[config.mk]
export PLATFORM = sky130hd
export DESIGN_NAME = display_rx
export DESIGN_NICKNAME = d
export VERILOG_FILES = /design/src/rtl/display_rx.sv
export SDC_FILE = /design/constraint.sdc
export NUM_CORES = 1
export LEC_CHECK = 0
export CAP_MARGIN = 0
export CORE_MARGIN = 2
export CORE_UTILIZATION = 50
export DETAILED_ROUTE_END_ITERATION = 8
export HOLD_SLACK_MARGIN = 0.15
export MAX_ROUTING_LAYER = met4
export PLACE_DENSITY_LB_ADDON = 0.1
export SYNTH_ARGS = -nofsm -noshare
export SYNTH_HDL_FRONTEND = slang
export SYNTH_SLANG_ARGS = --single-unit
[constraint.sdc]
create_clock -name clk -period 13.9 [get_ports clk]
set_clock_uncertainty 0.15 [all_clocks]
set_input_delay 1.39 -clock clk [delete_from_list [all_inputs] [get_ports clk]]
set_output_delay 1.39 -clock clk [all_outputs]
set_load 0.05 [all_outputs]
[src/rtl/display_rx.sv]
// Receive side of the LED-driver serial link: synchronises latch/blank/csel/sclk/sin,
// shifts bits into a holding register and commits it to one of eight row registers on latch.
module display_rx #(
    parameter int DATA_W      = 32,
    parameter int SYNC_STAGES = 2
) (
    input  logic                  clk,
    input  logic                  rst,
    input  logic                  latch_i,
    input  logic                  blank_i,
    input  logic [2:0]            csel_i,
    input  logic                  sclk_i,
    input  logic                  sin_i,
    output logic [8*DATA_W-1:0]   row_data_o,
    output logic [7:0]            row_valid_o,
    output logic                  update_o,
    output logic [2:0]            update_row_o,
    output logic                  blank_o,
    output logic                  len_err_o,
    output logic [15:0]           err_cnt_o
);

    localparam logic [6:0] CNT_FULL = 7'(DATA_W);
    localparam logic [6:0] CNT_MAX  = 7'(DATA_W + 1);

    function automatic logic [15:0] sat_inc16(input logic [15:0] v);
        return (v == 16'hFFFF) ? v : v + 16'd1;
    endfunction

    function automatic logic [6:0] sat_inc_cnt(input logic [6:0] v);
        return (v == CNT_MAX) ? v : v + 7'd1;
    endfunction

    logic [SYNC_STAGES-1:0]      sclk_sync, latch_sync, blank_sync, sin_sync;
    logic [SYNC_STAGES-1:0][2:0] csel_sync;
    logic                        sclk_prev, latch_prev;
    logic                        sclk_rise_p0, latch_rise_p0;
    logic                        sclk_s, latch_s, sin_s;
    logic [2:0]                  csel_s;

    logic [DATA_W-1:0]           shreg, shreg_nx;
    logic [6:0]                  bit_cnt, cnt_nx;
    logic [7:0][DATA_W-1:0]      rows;
    logic [7:0]                  row_valid;
    logic                        update, len_err;
    logic [2:0]                  update_row;
    logic [15:0]                 err_cnt;

    assign sclk_s  = sclk_sync[SYNC_STAGES-1];
    assign latch_s = latch_sync[SYNC_STAGES-1];
    assign sin_s   = sin_sync[SYNC_STAGES-1];
    assign csel_s  = csel_sync[SYNC_STAGES-1];

    // Stage p0: synchronisers and registered edge detects. sclk/latch idle high at reset
    // so a level already high on release is not mistaken for an edge.
    always_ff @(posedge clk or posedge rst) begin
        if (rst) begin
            sclk_sync     <= '1;
            latch_sync    <= '1;
            sclk_prev     <= 1'b1;
            latch_prev    <= 1'b1;
            blank_sync    <= '0;
            sin_sync      <= '0;
            csel_sync     <= '0;
            sclk_rise_p0  <= 1'b0;
            latch_rise_p0 <= 1'b0;
        end else begin
            sclk_sync     <= {sclk_sync[SYNC_STAGES-2:0], sclk_i};
            latch_sync    <= {latch_sync[SYNC_STAGES-2:0], latch_i};
            blank_sync    <= {blank_sync[SYNC_STAGES-2:0], blank_i};
            sin_sync      <= {sin_sync[SYNC_STAGES-2:0], sin_i};
            csel_sync     <= {csel_sync[SYNC_STAGES-2:0], csel_i};
            sclk_prev     <= sclk_s;
            latch_prev    <= latch_s;
            sclk_rise_p0  <= sclk_s & ~sclk_prev;
            latch_rise_p0 <= latch_s & ~latch_prev;
        end
    end

    // Shift is resolved before the latch decision so a coincident latch sees the new bit.
    always_comb begin
        shreg_nx = shreg;
        cnt_nx   = bit_cnt;
        if (sclk_rise_p0) begin
            shreg_nx = (shreg << 1) | DATA_W'(sin_s);
            cnt_nx   = sat_inc_cnt(bit_cnt);
        end
    end

    // Stage p1: shift register, row commit and error accounting.
    always_ff @(posedge clk or posedge rst) begin
        if (rst) begin
            shreg      <= '0;
            bit_cnt    <= '0;
            rows       <= '0;
            row_valid  <= '0;
            update     <= 1'b0;
            update_row <= '0;
            len_err    <= 1'b0;
            err_cnt    <= '0;
        end else begin
            update  <= 1'b0;
            len_err <= 1'b0;
            shreg   <= shreg_nx;
            if (latch_rise_p0) begin
                bit_cnt <= '0;
                if (cnt_nx == CNT_FULL) begin
                    rows[csel_s]      <= shreg_nx;
                    row_valid[csel_s] <= 1'b1;
                    update            <= 1'b1;
                    update_row        <= csel_s;
                end else begin
                    len_err <= 1'b1;
                    err_cnt <= sat_inc16(err_cnt);
                end
            end else begin
                bit_cnt <= cnt_nx;
            end
        end
    end

    assign row_data_o   = rows;
    assign row_valid_o  = row_valid;
    assign update_o     = update;
    assign update_row_o = update_row;
    assign blank_o      = blank_sync[SYNC_STAGES-1];
    assign len_err_o    = len_err;
    assign err_cnt_o    = err_cnt;

endmodule

==> results.py <==
metrics = {
    "timing": {
        "finalHoldViolations": 0,
        "worstMarginPinSlew_ns": 1.10,
        "slew_violations": 0,
        "setup-violations-final": 0,
        "timing.hold.ws_ns": 0.203,
        "post-route-min-period_ns": 4.15,
        "max_clock_freq_mhz": 241,
        "unrepaired_setup_endpoints_after_global_routing": "no",
        "final.period_utilization_pct": 29.8,
        "maxSlewHeadroom_pct": 26.7,
        "timing.setup.tns_ns": 0,
    },
    "cells_and_area": {
        "antennaDiodeCount": 0,
        "multi_input_area_um2": 4190,
        "syn2layout_area_growth_pct": 33.5,
        "layout-drive-gt1-share_pct": 31.7,
        "finalNetCount": 1110,
        "filler_cell_count": 1903,
        "layout.area.seq_um2": 8570,
    },
    "critical_path": {
        "critPathRequiredTime_ns": 14.12,
        "critical-path-slowest-cell": "sky130_fd_sc_hd__nor3b_4",
        "worst-r2r-cell-count": 8,
        "crit_cells": 8,
        "startpoint_kind_of_the_worst_setup_timing_path": "register",
        "slowest_stage_delay_on_critical_path_ns": 0.69,
        "crit_fanout": 23,
        "crit_path_cell_trace": "ha_1, or3b_1, a2111oi_2, o2bb2ai_2, a21oi_4, nor3b_4, buf_4, mux2_2",
        "crit_type": "register to register",
        "crit_end_category": "register",
        "worstPathArrival_ns": 4.37,
        "cp.buffers_inverters": 1,
        "cp_top_family": "compound AO/OA/AOI/OAI gates",
    },
    "placed_design": {
        "io_buffer_count": 294,
        "finalWeightedCongestion": 0.762,
        "place.detailed.hpwl_mm": 19.4,
    },
    "power_and_ir_drop": {
        "vdd_ir_drop_max_mv": 0.0887,
        "power.leakage_uw": 0.00827,
        "power-per-cell-area_nw_per_um2": 124,
    },
    "route": {
        "drt_drc_violations_left": 0,
        "detailedRoute.firstPassIterationCount": 5,
        "num_vias": 7653,
        "routed_wire_length_per_instance_um": 20.5,
        "antenna_left": 0,
        "drt_wl_total_mm": 29.9,
        "drt_iter0_drc": 351,
        "avgViaCountPerCell": 5.25,
    },
    "logic_synthesis": {
        "synthesized_instance_count": 796,
        "mappedNetlistArea_um2": 13000,
        "synth_nets": 808,
        "yosys_register_bits": 342,
        "synth-warning-count": 0,
        "seq_area_frac_synth_pct": 65.8,
        "yosys.cell_types.count": 44,
        "syn-mean-instance-area_um2": 16.3,
    },
    "clock_tree": {
        "clk_pin_slew_ns": 0.06,
        "worst_skew_pair.late_latency_ns": 0.50,
        "htreeDepth": 2,
        "post-cts-setup-buffer-count": 0,
        "cts-root-buf": "sky130_fd_sc_hd__clkbuf_16",
        "cts_hold_fix_bufs": 0,
        "ctsResizeCount": 0,
        "cts-buffers-inserted": 36,
        "cts_tree": "done",
        "cts_sinks": 342,
        "ctsLongestPathBuffers": 3,
    },
    "global_routing": {
        "antenna_found_initial": 0,
        "first_global_vias": 7913,
        "overflow": 0,
        "grt_max_degree": 137,
        "grt_pass1_wl_mm": 46.3,
        "overall_fraction_of_global_route_tracks_in_use_pct": 22.9,
    },
    "status": {
        "run_status": "completed",
    },
    "hold_path": {
        "hold_class": "register to register",
        "hold_depth": 0,
    },
    "run": {
        "max_cap_viol_count": 0,
    },
    "die": {
        "core_area_um2": 25800,
        "die_x_um": 165,
        "initial_utilization_pct": 50.4,
        "die_height_um": 165,
        "num_rows": 59,
        "floorplan_die_area_um2": 27300,
        "ios": 295,
    },
}
==> registers in the layout, summed over array words and instances, names as in the netlist, 3 cells and up <==
register      flops
csel_s            3
bit_cnt           7
row_valid_o       8
update_row_o      3
csel_sync         3
err_cnt_o        16
row_data_o      256
shreg            32
==> kinds of logic (layout without fill, tap and decap cells) <==
kind of cell,Yosys count,in the layout,share of synthesized area (%)
flip-flops,342,342,65.8
multiplexers,293,293,25.4
AND/OR/NAND/NOR,84,84,4.06
buffers and inverters,43,371,1.96
XOR/XNOR,21,21,1.41
AO/OA/AOI/OAI,10,10,1.09
adder cells (fa/ha/maj),3,3,0.289
==> synth_stat cells, drive strengths merged <==
cell type	n	share of area, %
inv	4	0.12
nand4	5	0.24
and2	1	0.048
nand3	6	0.23
o211ai	1	0.058
ha	3	0.29
mux2i	1	0.077
or2	9	0.43
o211a	1	0.077
clkbuf	8	0.23
o22a	1	0.067
and3	5	0.24
nand2	13	0.38
nand3b	2	0.12
a21oi	2	0.16
a2111oi	3	0.54
xor2	19	1.3
o21ai	1	0.067
or3	2	0.096
mux2	292	25
nor4	1	0.048
nor4b	3	0.43
nor2	12	0.35
o2bb2ai	1	0.12
and3b	1	0.067
buf	31	1.6
dfrtp	336	65
nor3	10	0.38
nand4b	1	0.067
xnor2	2	0.13
nor3b	5	0.46
dfstp	6	1.2
or3b	3	0.20
nor2b	4	0.19
or4b	1	0.077
==> metrics by stage <==
step / util, % / setup WS [ns] / total power (uW) / area, um^2 / instances
floorplan: - / 2.89 / 1180 / 13000 / 796
global placement: 62.7 / 9.06 / 1250 / 16200 / 1395
detailed placement: 62.7 / 9.08 / 1250 / 16200 / 1395
CTS: 67.2 / 9.60 / 2180 / 17400 / 1459
global route: 67.2 / 9.27 / 2240 / 17400 / 1459
finish: 67.2 / 9.75 / 2150 / 17400 / 1459
==> metal layers <==
metal | vias up | global-route usage [%] | part of all wire, %
li1 | 3421 | - | -
met4 | 0 | 5.76 | 2.1
met1 | 3973 | 29.8 | 43
met2 | 219 | 35.6 | 48
met5 | - | - | 0
met3 | 40 | 6.84 | 7.2
==> layout make-up <==
type / instances / area share (%)
multi-input cells: 411 / 24.1
flip-flops and latches: 342 / 49.3
clock inverters: 7 / 0.360
clock buffers: 57 / 6.28
inverters: 4 / 0.130
repair buffers: 303 / 17.3
well taps: 335 / 2.41
==> final timing paths <==
path                              start               to  slack, ns
setup / recovery             bit_cnt[0]  row_data_o[109]       9.75
hold / removal             csel_sync[0]        csel_s[0]       0.20
setup reg to reg             bit_cnt[0]  row_data_o[109]       9.75
hold reg to reg            csel_sync[0]        csel_s[0]       0.20
max in group asynchronous           rst  row_data_o[148]       9.79
min in group asynchronous           rst  row_data_o[140]       1.36
==> where the power goes <==
part	leakage, uW	internal [uW]	switching (uW)	total [uW]
combinational	0.00301	50.4	122	172
sequential	0.00469	1030	29.1	1060
clock	0.000567	556	368	924
==> placed cells by master (no fill, tap or decap), types with 2 or more instances in the layout <==
cell,instances
sky130_fd_sc_hd__inv_1,3
sky130_fd_sc_hd__clkbuf_1,11
sky130_fd_sc_hd__clkdlybuf4s50_1,294
sky130_fd_sc_hd__xnor2_1,2
sky130_fd_sc_hd__or2_2,9
sky130_fd_sc_hd__nand3_1,6
sky130_fd_sc_hd__and3_1,3
sky130_fd_sc_hd__nor4b_4,2
sky130_fd_sc_hd__nor3b_1,3
sky130_fd_sc_hd__clkbuf_16,37
sky130_fd_sc_hd__a2111oi_4,2
sky130_fd_sc_hd__xor2_1,19
sky130_fd_sc_hd__nand4_1,5
sky130_fd_sc_hd__nand3b_1,2
sky130_fd_sc_hd__dfrtp_1,335
sky130_fd_sc_hd__buf_4,9
sky130_fd_sc_hd__mux2_2,264
sky130_fd_sc_hd__clkbuf_8,9
sky130_fd_sc_hd__ha_1,3
sky130_fd_sc_hd__nor3_1,10
sky130_fd_sc_hd__nand2_1,13
sky130_fd_sc_hd__and3_2,2
sky130_fd_sc_hd__or3b_1,2
sky130_fd_sc_hd__nor2_1,12
sky130_fd_sc_hd__nor3b_4,2
sky130_fd_sc_hd__mux2_1,28
sky130_fd_sc_hd__or3_1,2
sky130_fd_sc_hd__nor2b_1,4
sky130_fd_sc_hd__dfstp_2,6
sky130_fd_sc_hd__clkinv_2,5
(Power assumes the default switching activity.)
